==> src/rtl/clk_divider_prog_if.sv <==
// Control/status bundle for the programmable clock divider.
interface clk_divider_prog_if #(
    parameter int unsigned CNT_W = 32
);
    logic             en;
    logic [CNT_W-1:0] div_value_in;
    logic             div_load;
    logic             div_busy;
    logic             divided_clk;
    logic             half_tick;
    logic             period_tick;
    logic             running;

    // Requester side: drives run/divisor controls, observes clock and status.
    modport master (
        output en, div_value_in, div_load,
        input  div_busy, divided_clk, half_tick, period_tick, running
    );

    // Divider side.
    modport slave (
        input  en, div_value_in, div_load,
        output div_busy, divided_clk, half_tick, period_tick, running
    );
endinterface

==> src/rtl/clk_divider_prog.sv <==
// Runtime-programmable 50%-duty clock divider / tick generator.
// Divisor changes take effect only at a falling (full-period) boundary, and a
// stop request always lets the current period finish so no runt pulse appears.
module clk_divider_prog #(
    parameter int unsigned      CNT_W     = 32,
    parameter logic [CNT_W-1:0] DIV_RESET = CNT_W'(2499999)
) (
    input  logic               clk_in,
    input  logic               rst_n,
    clk_divider_prog_if.slave  bus
);

    typedef enum logic [1:0] {
        STOPPED = 2'd0,
        RUN     = 2'd1,
        DRAIN   = 2'd2
    } state_t;

    state_t           state_q;
    logic [CNT_W-1:0] count_q;
    logic [CNT_W-1:0] div_act_q;
    logic [CNT_W-1:0] div_pend_q;
    logic             div_busy_q;
    logic             div_clk_q;
    logic             half_tick_q;
    logic             period_tick_q;
    logic             running_q;

    logic             active_c;
    logic             wrap_c;
    logic             fall_c;
    logic             apply_c;

    // Half-period end, full-period boundary, and when the pending divisor is adopted.
    always_comb begin
        active_c = (state_q == RUN) || (state_q == DRAIN);
        wrap_c   = active_c && (count_q == div_act_q);
        fall_c   = wrap_c && div_clk_q;
        apply_c  = div_busy_q && ((state_q == STOPPED) || fall_c);
    end

    // Counter, output clock, ticks, divisor registers and run/drain/stop FSM.
    always_ff @(posedge clk_in or negedge rst_n) begin
        if (!rst_n) begin
            state_q       <= STOPPED;
            count_q       <= '0;
            div_act_q     <= DIV_RESET;
            div_pend_q    <= '0;
            div_busy_q    <= 1'b0;
            div_clk_q     <= 1'b0;
            half_tick_q   <= 1'b0;
            period_tick_q <= 1'b0;
            running_q     <= 1'b0;
        end else begin
            half_tick_q   <= 1'b0;
            period_tick_q <= 1'b0;

            case (state_q)
                STOPPED: begin
                    count_q   <= '0;
                    div_clk_q <= 1'b0;
                    if (bus.en) begin
                        state_q   <= RUN;
                        running_q <= 1'b1;
                    end
                end
                RUN, DRAIN: begin
                    if (wrap_c) begin
                        count_q     <= '0;
                        div_clk_q   <= ~div_clk_q;
                        half_tick_q <= 1'b1;
                        if (div_clk_q) begin
                            period_tick_q <= 1'b1;
                        end
                    end else begin
                        count_q <= count_q + CNT_W'(1);
                    end

                    if (state_q == RUN) begin
                        if (!bus.en) begin
                            state_q <= DRAIN;
                        end
                    end else if (bus.en) begin
                        state_q <= RUN;
                    end else if (fall_c) begin
                        state_q   <= STOPPED;
                        running_q <= 1'b0;
                    end
                end
                default: begin
                    state_q   <= STOPPED;
                    running_q <= 1'b0;
                end
            endcase

            // Adopt the pending divisor at a boundary or while idle.
            if (apply_c) begin
                div_act_q <= div_pend_q;
            end

            // A fresh load always wins over clearing busy, so it stays pending.
            if (bus.div_load) begin
                div_pend_q <= bus.div_value_in;
                div_busy_q <= 1'b1;
            end else if (apply_c) begin
                div_busy_q <= 1'b0;
            end
        end
    end

    assign bus.div_busy    = div_busy_q;
    assign bus.divided_clk = div_clk_q;
    assign bus.half_tick   = half_tick_q;
    assign bus.period_tick = period_tick_q;
    assign bus.running     = running_q;

endmodule

==> src/flat_wrapper.sv <==
// flat-port wrapper written by rule: the top's interface ports become plain ports
module clk_divider_prog_flat 
#(
    parameter int unsigned      CNT_W     = 32,
    parameter logic [CNT_W-1:0] DIV_RESET = CNT_W'(2499999)
)
  (clk_in, rst_n, bus_en, bus_div_value_in, bus_div_load, bus_div_busy, bus_divided_clk, bus_half_tick, bus_period_tick, bus_running);
  clk_divider_prog_if #(.CNT_W(CNT_W)) bus_i ();
  input  logic clk_in;
  input  logic rst_n;
  input wire logic [$bits(bus_i.en)-1:0] bus_en;
  input wire logic [$bits(bus_i.div_value_in)-1:0] bus_div_value_in;
  input wire logic [$bits(bus_i.div_load)-1:0] bus_div_load;
  output wire logic [$bits(bus_i.div_busy)-1:0] bus_div_busy;
  output wire logic [$bits(bus_i.divided_clk)-1:0] bus_divided_clk;
  output wire logic [$bits(bus_i.half_tick)-1:0] bus_half_tick;
  output wire logic [$bits(bus_i.period_tick)-1:0] bus_period_tick;
  output wire logic [$bits(bus_i.running)-1:0] bus_running;
  assign bus_i.en = bus_en;
  assign bus_i.div_value_in = bus_div_value_in;
  assign bus_i.div_load = bus_div_load;
  assign bus_div_busy = bus_i.div_busy;
  assign bus_divided_clk = bus_i.divided_clk;
  assign bus_half_tick = bus_i.half_tick;
  assign bus_period_tick = bus_i.period_tick;
  assign bus_running = bus_i.running;
  clk_divider_prog #(.CNT_W(CNT_W), .DIV_RESET(DIV_RESET)) u_core (.clk_in(clk_in), .rst_n(rst_n), .bus(bus_i));
endmodule
==> config.mk <==
export PLATFORM = sky130hd
export DESIGN_NAME = clk_divider_prog_flat
export DESIGN_NICKNAME = d
export VERILOG_FILES = /design/src/rtl/clk_divider_prog_if.sv /design/src/rtl/clk_divider_prog.sv /design/src/flat_wrapper.sv
export SDC_FILE = /design/constraint.sdc
export NUM_CORES = 1
export LEC_CHECK = 0
export ABC_AREA = 0
export CORE_MARGIN = 4
export CORE_UTILIZATION = 62
export CTS_BUF_LIST = sky130_fd_sc_hd__clkbuf_8
export DETAILED_ROUTE_END_ITERATION = 10
export PLACE_DENSITY = 0.83
export REMOVE_ABC_BUFFERS = 1
export SKIP_CTS_REPAIR_TIMING = 1
export SLEW_MARGIN = 20
export SYNTH_ARGS = -nofsm -noshare
export SYNTH_HDL_FRONTEND = slang
export SYNTH_SLANG_ARGS = --single-unit
export TNS_END_PERCENT = 30
==> constraint.sdc <==
create_clock -name clk_in -period 4 [get_ports clk_in]
set_input_delay 0.8 -clock clk_in [delete_from_list [all_inputs] [get_ports clk_in]]
set_output_delay 0.8 -clock clk_in [all_outputs]
set_load 0.005 [all_outputs]
==> results.txt <==
Syn Std Cell Area: 5249 µm²
Layout area overhead: 11.99%
Synth async-reset ratio: 100.0%
vias after detailed routing: 3632
die height: 100.0 µm
Yosys cell types: 61
switch share: 34.25%
IO Count: 41
CTS Root Cell: clkbuf_8
Least-Margin Pin Slew: 0.7404 ns
final critical-path required period: 2.849 ns
CTS tree: done
CP Launch Point: u_core.state_q[0]
NetSw: 1.201 mW
worst hold path class: input pin to async pin
NumNets Final: 517
peak supply drop: 0.0003113 V
Clock Tree Buf Depth: 2
sequential area share after synthesis: 49.39%
Final Core Density: 71.54%
clock skew: 0.01043 ns
final period utilization: 71.21%
Fmax: 0.3511 GHz
logic gate share of total power: 37.8%
status: finished clean
die area: 10000 µm²
pwr/cell area: 596.8 nW/µm²
layout cell share with drive strength beyond 1: 23.28%
largest family of logic cells by synthesized area: simple AND/OR/NAND/NOR gates
EDFF count, synth: 0
Worst Slack Setup Final: 1.151 ns
die width: 100.0 µm
Crit Path Category: flip-flop to flip-flop
core box area: 8217 µm²
Max-cap violations: 0
routed vias/inst: 6.198
Post-DRT Antenna Nets: 0
area post-placement: 5669 µm²
post-synthesis mux area share: 16.07%
FF-to-FF path depth: 7
first-pass GRT wire length: 18120 µm
synth top area cells: dfrtp_1 43%, mux2_4 8.6%, mux2_2 6.9%
Final Setup Violations: 0
power share of the sequential group: 43.2%
Synth Warn #: 0
drt initial violations: 308
total track usage: 22.86%
starting density of the core: 63.88%
CTS clk-pin slew, worst paths: 0.10 ns
area share of the leading cell type in the synthesized netlist: 43.38%
clock network power share: 19.1%
DR DRC count: 0
synthesized-area fraction occupied by and/or/nand/nor cells: 16.50%
largest net degree at the start of global routing: 104
Synth Area in Adders: 1.192%
Congestion Overflow GR: 0
# port buffers: 40
drt wl/cell: 18.25 µm
CP Data Required Time: 4.25 ns
RSZ-0062 raised after global routing: no
XOR/XNOR share of the synthesized area: 4.172%
DP Worst Slack: 1.167 ns
Setup TNS: 0 ns
clock latency on the worst-skew pair: 0.36 ns
synth cell count leaders: 91 x dfrtp_1, 35 x nand2_1, 35 x nand3_1, 32 x mux2_2, 30 x mux2_4
Routed WL: 10690 µm
clock net sink count: 103
startpoint types: flip-flop
largest fanout on the critical path: 32
Pleak: 2.528 nW
n_diodes: 0
1st-pass router iterations: 5
synthesized flop and latch total: 103
Max Slew Vio Count: 0
Final HPWL DP: 7330 µm
Fin. Hold Viols: 0
Mapped Avg Cell Area: 11.80 µm²
CTS buffer count: 9
Int Power: 2.306 mW
H-tree depth: 3
compound-cell area share of the yosys netlist: 8.725%
RD Place Congestion: 0.8663
Rel. slew slack: 50.37%
vias in the first global route: 3649
worst reg2reg startpoint: u_core.state_q[0]
Post-Synthesis Cells: 445
Std-Cell Rows: 33
arrival time worst endpoint: 3.10 ns
most frequent cell after synthesis: dfrtp_1
nature of the critical path endpoint: flip-flop
antenna violations before repair: 0
Synth Flop Type: dfrtp_1
final instance area: 5878 µm²
area leader, netlist: dfrtp_1
## area by class of cell
cell class / instances / area (µm²)
clock inverters: 5 / 57.56
fillers: 560 / 2338
inverters: 13 / 48.80
flip-flops and latches: 103 / 2592
repair buffers: 44 / 440.4
multi-input cells: 305 / 2456
well taps: 105 / 131.4
clock buffers: 11 / 151.4
## cell usage in the layout (no fill, tap or decap), types with 3 or more instances in the layout
master / Yosys / layout
clkbuf_8: 0 / 11
o211ai_1: 4 / 4
a31oi_1: 5 / 5
o311ai_1: 4 / 4
o21ai_0: 4 / 4
nor3_1: 3 / 3
nand2_1: 35 / 35
or2_2: 5 / 5
nand2b_1: 11 / 11
xnor2_1: 14 / 14
o31ai_1: 6 / 6
o311ai_0: 5 / 5
buf_4: 0 / 4
a21oi_1: 4 / 4
dfstp_2: 12 / 12
mux2_2: 32 / 32
clkdlybuf4s50_1: 0 / 39
and2_1: 8 / 8
inv_1: 13 / 14
or4b_1: 3 / 3
mux2_4: 30 / 30
a22o_1: 6 / 6
nor2_1: 16 / 16
xor2_1: 11 / 11
a21o_1: 6 / 6
nand3_1: 35 / 35
nand4_1: 11 / 11
dfrtp_1: 91 / 91
and3_1: 7 / 7
ha_1: 5 / 5
## per-layer routing
| layer | global-route usage [%] | wire length (µm) |
|---|---|---|
| met1 | 30.07 | 4524 |
| met2 | 37.87 | 5317 |
| met3 | 4.448 | 643 |
| met4 | 8.083 | 208 |
| met5 | 1.538 | 0 |
## sequential cells by signal, indices dropped and copies added, names as in the netlist
signal and count:
u_core.bus.div_busy 1, u_core.bus.divided_clk 1, u_core.bus.half_tick 1, u_core.bus.period_tick 1, u_core.bus.running 1, u_core.count_q 32, u_core.div_act_q 32, u_core.div_pend_q 32
u_core.state_q 2
## worst max-delay path, stage by stage (launching register included)
cell     delay, ns
dfrtp_1       0.45
inv_1         0.09
ha_1          0.43
nand3_1       0.12
nor4_2        0.37
and4_4        0.29
a31o_4        0.59
mux2_4        0.35
## cells by family after synthesis
family / Yosys count
mux: 65
compound gates: 58
simple gates: 152
xor+xnor: 25
flops: 103
fa+ha+maj: 5
buf+inv: 37
## worst paths after layout
check                                  endpoint  slack [ns]
min reg2reg                 u_core.div_act_q[4]        0.50
max reg2reg                u_core.div_act_q[27]        1.15
max in group asynchronous   u_core.div_act_q[2]        3.07
max                        u_core.div_act_q[27]        1.15
min                           u_core.count_q[0]        0.47
min in group clk_in         u_core.div_act_q[4]        0.50
## stage by stage
| step | instances | hold slack, ns | power (mW) |
|---|---|---|---|
| 5_1_grt | 586 | 0.5268 | 3.697 |
| 4_1_cts | 586 | 0.5134 | 3.521 |
| 6_report | 586 | 0.4676 | 3.508 |
| 2_1_floorplan | 421 | 0.4619 | 2.459 |
| 3_3_place_gp | 570 | 0.4737 | 2.768 |
| 3_5_place_dp | 570 | 0.4878 | 2.844 |
## power by group through the flow
stage	logic [mW]	registers, mW	clock network, mW
after detailed placement	1.31	1.53	0
after global placement	1.25	1.52	0
final	1.32	1.51	0.669
after global routing	1.43	1.54	0.720
after floorplan	0.996	1.46	0
after CTS	1.32	1.52	0.682
Note: power is estimated with default switching activity, not from simulation.
